`src/rtl/bin2ex3_pkg.sv`:
```
// Shared types and constants for the sequential binary-to-BCD/Excess-3 converter.
package bin2ex3_pkg;

   typedef enum logic [1:0] {
      IDLE  = 2'd0,
      SHIFT = 2'd1,
      DONE  = 2'd2
   } state_t;

   localparam logic       MODE_BCD = 1'b0;
   localparam logic       MODE_EX3 = 1'b1;
   localparam logic [3:0] EX3_BIAS = 4'd3;

   // Map one BCD digit to the output code selected by mode.
   function automatic logic [3:0] encode_digit(input logic [3:0] bcd, input logic mode);
      return (mode == MODE_EX3) ? bcd + EX3_BIAS : bcd;
   endfunction

endpackage

```
`src/rtl/bin2ex3_seq_dd_digit_adj.sv`:
```
// Double-dabble correction cell: add 3 to a BCD digit that is 5 or more.
module dd_digit_adj (
   input  logic [3:0] digit,
   output logic [3:0] adj_c
);

   always_comb begin
      adj_c = (digit >= 4'd5) ? digit + 4'd3 : digit;
   end

endmodule

```
`src/rtl/bin2ex3_seq.sv`:
```
// Iterative double-dabble converter, one input bit per clock, BCD or Excess-3 output.
module bin2ex3_seq
   import bin2ex3_pkg::*;
#(
   parameter int unsigned W      = 8,
   parameter int unsigned DIGITS = 3
) (
   input  logic                  clk,
   input  logic                  rst,
   input  logic                  in_valid,
   output logic                  in_ready,
   input  logic [W-1:0]          bin_in,
   input  logic                  mode,
   output logic                  out_valid,
   input  logic                  out_ready,
   output logic [4*DIGITS-1:0]   dec_out,
   output logic                  ovf
);

   localparam int unsigned DW = 4 * DIGITS;
   localparam int unsigned CW = $clog2(W + 1);

   state_t          state;
   state_t          state_nxt;
   logic [W-1:0]    bin_sr;
   logic [DW-1:0]   acc;
   logic [DW-1:0]   acc_adj_c;
   logic [DW-1:0]   acc_sh_c;
   logic [DW-1:0]   dec_nxt_c;
   logic            mode_q;
   logic [CW-1:0]   cnt;
   logic            load_c;
   logic            shift_c;
   logic            last_c;
   logic            release_c;

   // Per-digit correction and output encoding of the post-shift accumulator.
   for (genvar g = 0; g < DIGITS; g++) begin : g_digit
      dd_digit_adj u_adj (
         .digit (acc[4*g +: 4]),
         .adj_c (acc_adj_c[4*g +: 4])
      );
      assign dec_nxt_c[4*g +: 4] = encode_digit(acc_sh_c[4*g +: 4], mode_q);
   end

   // The top accumulator bit falls off here; it is a carry past 10^DIGITS.
   assign acc_sh_c = {acc_adj_c[DW-2:0], bin_sr[W-1]};

   always_ff @(posedge clk or posedge rst) begin
      if (rst) begin
         state <= IDLE;
      end else begin
         state <= state_nxt;
      end
   end

   always_comb begin
      state_nxt = state;
      case (state)
         IDLE:    if (load_c)    state_nxt = SHIFT;
         SHIFT:   if (last_c)    state_nxt = DONE;
         DONE:    if (release_c) state_nxt = IDLE;
         default:                state_nxt = IDLE;
      endcase
   end

   always_comb begin
      load_c    = 1'b0;
      shift_c   = 1'b0;
      last_c    = 1'b0;
      release_c = 1'b0;
      case (state)
         IDLE:    load_c    = in_valid && in_ready;
         SHIFT: begin
            shift_c = 1'b1;
            last_c  = (cnt == CW'(W - 1));
         end
         DONE:    release_c = out_ready;
         default: ;
      endcase
   end

   // Datapath and registered handshake outputs follow the next state.
   always_ff @(posedge clk or posedge rst) begin
      if (rst) begin
         in_ready  <= 1'b1;
         out_valid <= 1'b0;
         dec_out   <= '0;
         ovf       <= 1'b0;
         bin_sr    <= '0;
         acc       <= '0;
         mode_q    <= MODE_BCD;
         cnt       <= '0;
      end else begin
         in_ready  <= (state_nxt == IDLE);
         out_valid <= (state_nxt == DONE);
         if (load_c) begin
            bin_sr <= bin_in;
            mode_q <= mode;
            acc    <= '0;
            ovf    <= 1'b0;
            cnt    <= '0;
         end
         if (shift_c) begin
            bin_sr <= {bin_sr[W-2:0], 1'b0};
            acc    <= acc_sh_c;
            ovf    <= ovf | acc_adj_c[DW-1];
            cnt    <= cnt + CW'(1);
         end
         if (last_c) begin
            dec_out <= dec_nxt_c;
         end
      end
   end

endmodule

```
`config.mk`:
```
export PLATFORM = sky130hd
export DESIGN_NAME = bin2ex3_seq
export DESIGN_NICKNAME = d
export VERILOG_FILES = /design/src/rtl/bin2ex3_pkg.sv /design/src/rtl/bin2ex3_seq_dd_digit_adj.sv /design/src/rtl/bin2ex3_seq.sv
export SDC_FILE = /design/constraint.sdc
export NUM_CORES = 1
export LEC_CHECK = 0
export CELL_PAD_IN_SITES_DETAIL_PLACEMENT = 1
export CELL_PAD_IN_SITES_GLOBAL_PLACEMENT = 2
export CORE_MARGIN = 1
export CORE_UTILIZATION = 25
export DETAILED_ROUTE_END_ITERATION = 7
export GPL_TIMING_DRIVEN = 0
export HOLD_SLACK_MARGIN = 0.02
export PLACE_DENSITY_LB_ADDON = 0.1
export SYNTH_ARGS = -nofsm -noshare
export SYNTH_HDL_FRONTEND = slang
export SYNTH_SLANG_ARGS = --single-unit
```
`constraint.sdc`:
```
create_clock -name clk -period 6.3 [get_ports clk]
set_input_delay 1.575 -clock clk [delete_from_list [all_inputs] [get_ports clk]]
set_output_delay 1.575 -clock clk [all_outputs]
set_load 0.01 [all_outputs]
```
Yosys cells after proc, flatten, opt, wreduce, memory -nomap -nowiden --
Cells that the tools add are included. Widths: inputs -> output; s select.
Operators by class: reductions and logical operators 4, divide/modulo/power cells 0, order comparisons 3, muxes and demuxes 22, bitwise logic cells 1, add/subtract/negate cells 7, shift-type cells 0, $mul 0, equal/unequal tests 4
Operator list (number):
- $mux 4 | 8
- $add 4x2->4 const B | 6
- $mux 12 | 2
- $mux 8 | 2
- $ge 4x3->1 const B | 3
- $mux 1 | 6
- $mux 2 | 3
- $pmux 2 s3 | 1
- $add 4x1->4 const B | 1
- $eq 2x2->1 const B | 2
- $eq 4x3->1 const B | 1
- $logic_not 2->1 | 2
- $eq 2x1->1 const B | 1
- $reduce_bool 2->1 | 1
- $logic_and 1x1->1 | 1
- $or 1x1->1 | 1
Storage, ports and cells: bits in writable memories 0, input bits 13, output and inout port bits 15, latch bits 0, ROM bits 0, memories kept 0, register bits 42

Longest topological paths before layout --
Gate-level depths: netlist (run 1).
depth in word-level cells 5, mapped depth 10, mapped depth without buffers 10

By module --
Synthesis (run 1) repeated with hierarchy kept, for this count alone.
Second synthesis, totals: cells, all modules 214, area, all modules 2265.9 um2
By module, submodules not included:
- bin2ex3_seq | instances 1, sequential area each 1052.3 um2, area each 1961.9 um2, cells each 166
- dd_digit_adj | instances 3, sequential area each 0.0 um2, area each 101.3 um2, cells each 16

Worst setup path before layout (run 1) --
OpenSTA, ideal clock, no wires.
path type input -> register, start point input port in_valid, end point register cnt[2], path buffers 1, setup time 83 ps, required time 6217 ps, slack 3876 ps, cell stages on the path 5, arrival time 2341 ps, path through and3_1 > clkbuf_1 > nor2_1 > o21ai_0 > o21ai_0
On the way: word-level cells in the longest chain between the ends 3
RTL lines:
- start, declared | line bin2ex3_seq.sv:10 | input logic in_valid,
- $logic_and 1x1->1 | line bin2ex3_seq.sv:73 | IDLE: load_c = in_valid && in_ready;
- $mux 1 | line bin2ex3_seq.sv:72 | case (state)
- $reduce_bool 2->1 (no line)
- end signal, assigned | line bin2ex3_seq.sv:108 | cnt <= cnt + CW'(1);
- end, declared | line bin2ex3_seq.sv:31 | logic [CW-1:0] cnt;
No other way between the ends. A chain may end at the register's enable or synchronous reset.

Worst setup path after layout (run 1) --
start point register in_ready, end point output port in_ready
RTL lines:
- start, declared | line bin2ex3_seq.sv:11 | output logic in_ready,
- start signal, assigned | line bin2ex3_seq.sv:95 | in_ready <= (state_nxt == IDLE);
No word-level cell between the ends.

==> reports/qor.csv, run 1 <==
stage,metric,value,unit
outcome,status,"complete, no violations",
finish,stdcell_count,377,
grt,grt_first_pass_wirelength,9800,um
timing,finalSetupTns,0,ps
synth,synth.most_common_cell,nand2_1,
finish,nNetsFinal,293,
power_and_ir_drop,clkPwrFrac,0.153,
synth,ys.warnings.count,0,
power_and_ir_drop,vdd_drop_max,0.165,mV
timing,period_share,0.468,
routing,drc,0,
timing,hold_violations,0,
setup_path,start_kind,flop,
timing,drv_slew,0,
min_path,hold_depth,2,
timing,hold-worst-slack,484,ps
timing,period_needed,2950,ps
synth,synth-edff-count,0,
synth,synth_top_area_cell,dfrtp_1,
timing,setup_viol,0,
power_and_ir_drop,p_leak,1.19,nW
place,dp_cells,369,
synth,postSynthAreaPerCell,9.35,um2
clock_network,cts_root_buffer,clkbuf_8,
routing,ant_nets,0,
power_and_ir_drop,p_comb_frac,0.512,
setup_path,critPathArrivalTime,1370,ps
setup_path,path_class,reg2out,
finish,diodes,0,
clock_network,htreeDepth,2,
synth,syn-cell-area,2210,um2
timing,worst_slew_pin_slew,627,ps
floorplan,die_w,95.9,um
power_and_ir_drop,p_seq_frac,0.335,
clock_network,clk_latency,300,ps
place,portBuffers,27,
routing,vias_per_cell,4.75,
floorplan,die_area,9200,um2
synth,synth_top_area_share,0.465,
setup_path,critPathMaxFanout,3,
synth,seq_area_frac_synth,0.477,
floorplan,rows,33,
place,hpwl,4230,um
synth,synth_common_cells,"43 x nand2_1, 41 x dfrtp_1, 29 x o21ai_0, 13 x nand3_1",
place,gp_congestion,0.736,
finish,area_growth_syn_to_layout,24.0,%
clock_network,cts_hold_buf,0,
routing,initialDrtViolationCount,41,
setup_path,rrSetupSlack,3890,ps
timing,rsz0062_at_grt,false,
grt,grtUsageTotal,0.144,
place,dpl_worst_slack,3140,ps
clock_network,clk_pin_slew,90,ps
clock_network,cts_buffer_depth,2,
min_path,hold_path_class,reg2reg,
routing,totalWireLength,5830,um
synth,syn_nets,258,
timing,fmax,0.339,GHz
clock_network,ctsResizeCount,0,
power_and_ir_drop,swShare,0.419,
synth,synth.distinct_cells,44,
setup_path,crit_chain,clkdlybuf4s50_1,
floorplan,die_y,95.9,um
clock_network,numCtsBuffers,5,
setup_path,crit_buf_inv,1,
setup_path,cp_top_family,flip-flops,
power_and_ir_drop,cellInternalPower,0.000826,W
synth,ys_ff_latch,42,
setup_path,r2r_cells,8,
setup_path,cpPeakStageDelay,540,ps
timing,max_slew_margin,0.580,
grt,grt_max_degree,32,
synth,async_reset_ff_frac,1.00,
setup_path,required,4720,ps
clock_network,post_cts_buffers,0,
floorplan,ios,28,
routing,vias,1791,
routing,wire_per_inst,15.5,um
floorplan,start_util,0.263,
power_and_ir_drop,p_per_area,520,nW/um2
timing,skew,4.11,ps
clock_network,cts_sinks,42,
setup_path,crit_cells,1,
finish,finish.utilization,0.326,
timing,fin_ws,3350,ps
grt,gr-total-overflow,0,
floorplan,coreArea,8380,um2
clock_network,cts_tree,yes,
synth,ys.flop_type,dfrtp_1,
finish,drive_gt1_frac,0.0735,
routing,firstDrtPassIters,4,
setup_path,cp-end-kind,primary output,
setup_path,slowest_stage,dfstp_2,
job,cap_violations,0,
grt,grt_antenna_before_repair,0,
power_and_ir_drop,switching_power,0.000597,W
synth,netlist_instances,236,
grt,grt_pass1_vias,1843,
synth,synthTopCellsByArea,"dfrtp_1 47%, nand2_1 7.3%, o21ai_0 6.6%",
-- cell families after synthesis --
| kind of cell | Yosys count | share of synthesized area |
|---|---|---|
| XOR/XNOR | 10 | 0.0397 |
| multiplexers | 4 | 0.0199 |
| AND/OR/NAND/NOR | 88 | 0.195 |
| adder cells (fa/ha/maj) | 9 | 0.0511 |
| flip-flops | 42 | 0.477 |
| AO/OA/AOI/OAI | 61 | 0.175 |
| buffers and inverters | 22 | 0.0425 |
-- power groups by stage --
stage | registers [W] | logic (W) | clock network (W)
after floorplan | 0.000476 | 0.000490 | 0
after global placement | 0.000481 | 0.000729 | 0
after detailed placement | 0.000482 | 0.000744 | 0
after CTS | 0.000478 | 0.000746 | 0.000230
after global routing | 0.000497 | 0.000838 | 0.000238
final | 0.000476 | 0.000728 | 0.000218
-- path summary, 6_finish.rpt --
| kind | from | to |
|---|---|---|
| hold / removal | dec_out[10] | dec_out[10] |
| min in group asynchronous | rst | out_valid |
| setup reg to reg | acc[8] | dec_out[9] |
| hold reg to reg | dec_out[10] | dec_out[10] |
| max in group asynchronous | rst | in_ready |
| setup / recovery | in_ready | in_ready |
-- per-layer routing --
layer	GRT usage	up-vias	share of wire
li1	-	893	-
met4	0.0410	0	0.010
met3	0.0261	5	0.026
met1	0.202	866	0.52
met2	0.227	27	0.44
met5	0	-	0
-- through the flow --
step | area [um2] | power, W
6_report | 2740 | 0.00142
3_3_place_gp | 2610 | 0.00121
4_1_cts | 2740 | 0.00145
5_1_grt | 2740 | 0.00157
3_5_place_dp | 2630 | 0.00123
2_1_floorplan | 2210 | 0.000967
-- cells in the final DEF, fill, tap and decap left out, types with 2 or more instances in the layout --
| cell type | count |
|---|---|
| nand2b_1 | 2 |
| xnor2_1 | 10 |
| ha_1 | 9 |
| clkbuf_1 | 9 |
| and2_1 | 2 |
| nand2_1 | 43 |
| o211ai_1 | 3 |
| inv_2 | 2 |
| o21ai_0 | 29 |
| mux2_2 | 3 |
| dfrtp_1 | 41 |
| clkbuf_8 | 5 |
| a32o_1 | 2 |
| o31ai_1 | 4 |
| a22oi_1 | 7 |
| clkinv_2 | 2 |
| nor3b_1 | 5 |
| nand3_1 | 13 |
| a21oi_1 | 7 |
| nor2_1 | 9 |
| inv_1 | 9 |
| nor2b_1 | 3 |
| clkdlybuf4s50_1 | 27 |
-- registers in the layout, indices dropped and copies added, names as in the netlist --
| name | count |
|---|---|
| state | 2 |
| in_ready | 1 |
| mode_q | 1 |
| bin_sr | 8 |
| dec_out | 12 |
| cnt | 4 |
| ovf | 1 |
| acc | 12 |
| out_valid | 1 |
-- cell type report --
type,count,area (um2)
timing repair buffer,28,290
fill,984,5650
inverter,11,41.3
buffer,11,52.6
multi-input combinational,172,1060
clock inverter,3,40.0
tap,105,131
clock buffer,5,68.8
sequential,42,1050
Power figures use the tool's default switching activity.
==> inputs of run 2 (changes only) <==
==> constraint.sdc (replaced) <==
create_clock -name clk -period 2.64 [get_ports clk]
set_input_delay 0.66 -clock clk [delete_from_list [all_inputs] [get_ports clk]]
set_output_delay 0.66 -clock clk [all_outputs]
set_load 0.01 [all_outputs]
==> results of run 2 <==
Same layout as run 1 (identical final DEF). Status: complete, no violations.
Main changes from that run: setup slack after placement 3140 ps -> 279 ps; setup slack after layout 3350 ps -> 233 ps; start point of the critical path in_ready -> acc[8]; end point of the critical path in_ready -> dec_out[9]; register-to-register setup slack 3890 ps -> 230 ps; total power 0.00142 W -> 0.00340 W; worst IR drop on VDD 0.165 mV -> 0.394 mV
==> inputs of run 3 (changes only) <==
--- a/config.mk
+++ b/config.mk
@@ -10,6 +10,7 @@
 export CORE_MARGIN = 1
 export CORE_UTILIZATION = 25
 export DETAILED_ROUTE_END_ITERATION = 7
+export DONT_BUFFER_PORTS = 1
 export GPL_TIMING_DRIVEN = 0
 export HOLD_SLACK_MARGIN = 0.02
 export PLACE_DENSITY_LB_ADDON = 0.1
==> run 3 against run 2 <==
  * Maximum frequency is 2.0% higher
  * Sequential power rose by 5%
  * Combinational power decreased by 15%
  * Final cell count shrank 7.2%
  * Critical path depth unchanged
  * Clock-buffer cell count up 3
  * Non-clock buffer count down 27
  * Sequential share of layout area rose by 4.2 points
  * Register-to-register slack better by 50 ps
  * Total power shrank 6.3%
==> reports/qor.csv, run 3 (same netlist as run 1, synthesis figures left out) <==
stage,metric,value,unit
outcome,status,"complete, no violations",
power_and_ir_drop,p_leak,1.09,nW
finish,final_cell_mix,"43 x nand2_1, 41 x dfrtp_1, 29 x o21ai_0",
setup_path,cp-end-kind,flop,
place,hpwl,4190,um
timing,rsz0062_at_grt,false,
finish,final_common_cell,nand2_1,
place,portBuffers,0,
finish,fillers,995,
routing,vias,1700,
grt,grt_first_pass_wirelength,9580,um
setup_path,path_class,reg2reg,
clock_network,clk_pin_slew,90,ps
place,dpl_worst_slack,285,ps
timing,fin_ws,279,ps
clock_network,clk_latency,300,ps
power_and_ir_drop,p_per_area,1290,nW/um2
finish,multi_input_area,1060,um2
clock_network,post_cts_buffers,0,
finish,regArea,1050,um2
floorplan,die_area,9200,um2
floorplan,ios,28,
timing,period_needed,2360,ps
grt,grtUsageTotal,0.140,
power_and_ir_drop,vdd_drop_max,0.275,mV
setup_path,required,2860,ps
min_path,hold_path_class,in2async,
setup_path,critPathArrivalTime,2580,ps
setup_path,start_kind,flop,
routing,ant_nets,0,
timing,max_slew_margin,0.614,
grt,grt_antenna_before_repair,0,
place,gp_congestion,0.697,
setup_path,critPathMaxFanout,5,
timing,finalSetupTns,0,ps
routing,initialDrtViolationCount,41,
floorplan,start_util,0.263,
finish,drive_gt1_frac,0.0816,
floorplan,rows,33,
finish,diodes,0,
floorplan,die_w,95.9,um
clock_network,htreeDepth,2,
finish,reg_top3,"acc x12, dec_out x12, bin_sr x8",
clock_network,ctsResizeCount,0,
grt,grt_max_degree,31,
finish,final_cell_area,2470,um2
clock_network,cts_buffer_depth,2,
clock_network,cts_hold_buf,0,
timing,period_share,0.894,
grt,gr-total-overflow,0,
timing,worst_slew_pin_slew,577,ps
clock_network,numCtsBuffers,5,
timing,skew,5.33,ps
timing,setup_viol,0,
finish,nNetsFinal,266,
floorplan,die_y,95.9,um
finish,area_growth_syn_to_layout,11.9,%
routing,firstDrtPassIters,4,
timing,fmax,0.424,GHz
routing,wire_per_inst,16.5,um
routing,vias_per_cell,4.86,
place,place_area,2360,um2
timing,drv_slew,0,
job,cap_violations,0,
floorplan,coreArea,8380,um2
clock_network,cts_root_buffer,clkbuf_8,
routing,totalWireLength,5790,um
routing,drc,0,
clock_network,cts_sinks,42,
grt,grt_pass1_vias,1833,
clock_network,cts_tree,yes,
timing,hold_violations,0,
-- run 3: changes by cell type in the layout (fill, tap and decap cells not counted), sizes merged --
cell           previous run  this run
clkbuf                   14        17
clkdlybuf4s50            27         0
bufinv                    1         0
clkinv                    2         0
-- run 3: worst max-delay path: stages, from the launching register on --
cell      delay (ps)
dfrtp_1          450
inv_1             80
ha_1             220
nor2b_1          290
o21bai_1         110
xnor2_1          420
ha_1             310
mux2_2           250
o21ai_0          140
-- run 3: layout make-up --
class                   instances  share of cell area
inverters                      11              0.0167
flip-flops and latches         42               0.426
repair buffers                  1             0.00811
clock buffers                   8              0.0446
multi-input cells             172               0.430
plain buffers                  11              0.0213
well taps                     105              0.0532
-- run 3: routing by layer --
layer	share of wire	GRT usage	routed length [um]
met5	0	0	0
met4	0.0095	0.0336	55
met3	0.038	0.0332	220
met2	0.46	0.228	2650
met1	0.49	0.187	2860
-- run 3: per-stage QoR --
stage	total power, W	instances	util	hold WS (ps)
2_1_floorplan	0.00231	236	-	446
3_3_place_gp	0.00271	341	0.279	467
3_5_place_dp	0.00274	342	0.281	467
4_1_cts	0.00326	350	0.294	194
5_1_grt	0.00352	350	0.294	204
6_report	0.00318	350	0.294	190
-- run 3: final timing paths --
check	slack (ps)	to	startpoint	depth (start not counted)
worst min-delay path	190	out_valid	rst	1
worst max-delay path	280	dec_out[9]	acc[8]	8
max in group asynchronous	1920	in_ready	rst	2
min in group clk	470	bin_sr[0]	bin_in[0]	2
worst max register to register	280	dec_out[9]	acc[8]	8
worst min register to register	480	bin_sr[6]	bin_sr[6]	2
-- run 3: power by group --
part	switching, W	total [W]	internal, W
Clock	0.000234	0.000499	0.000265
Combinational	0.000872	0.00148	0.000612
Sequential	0.000283	0.00120	0.000915
Total	0.00139	0.00318	0.00179
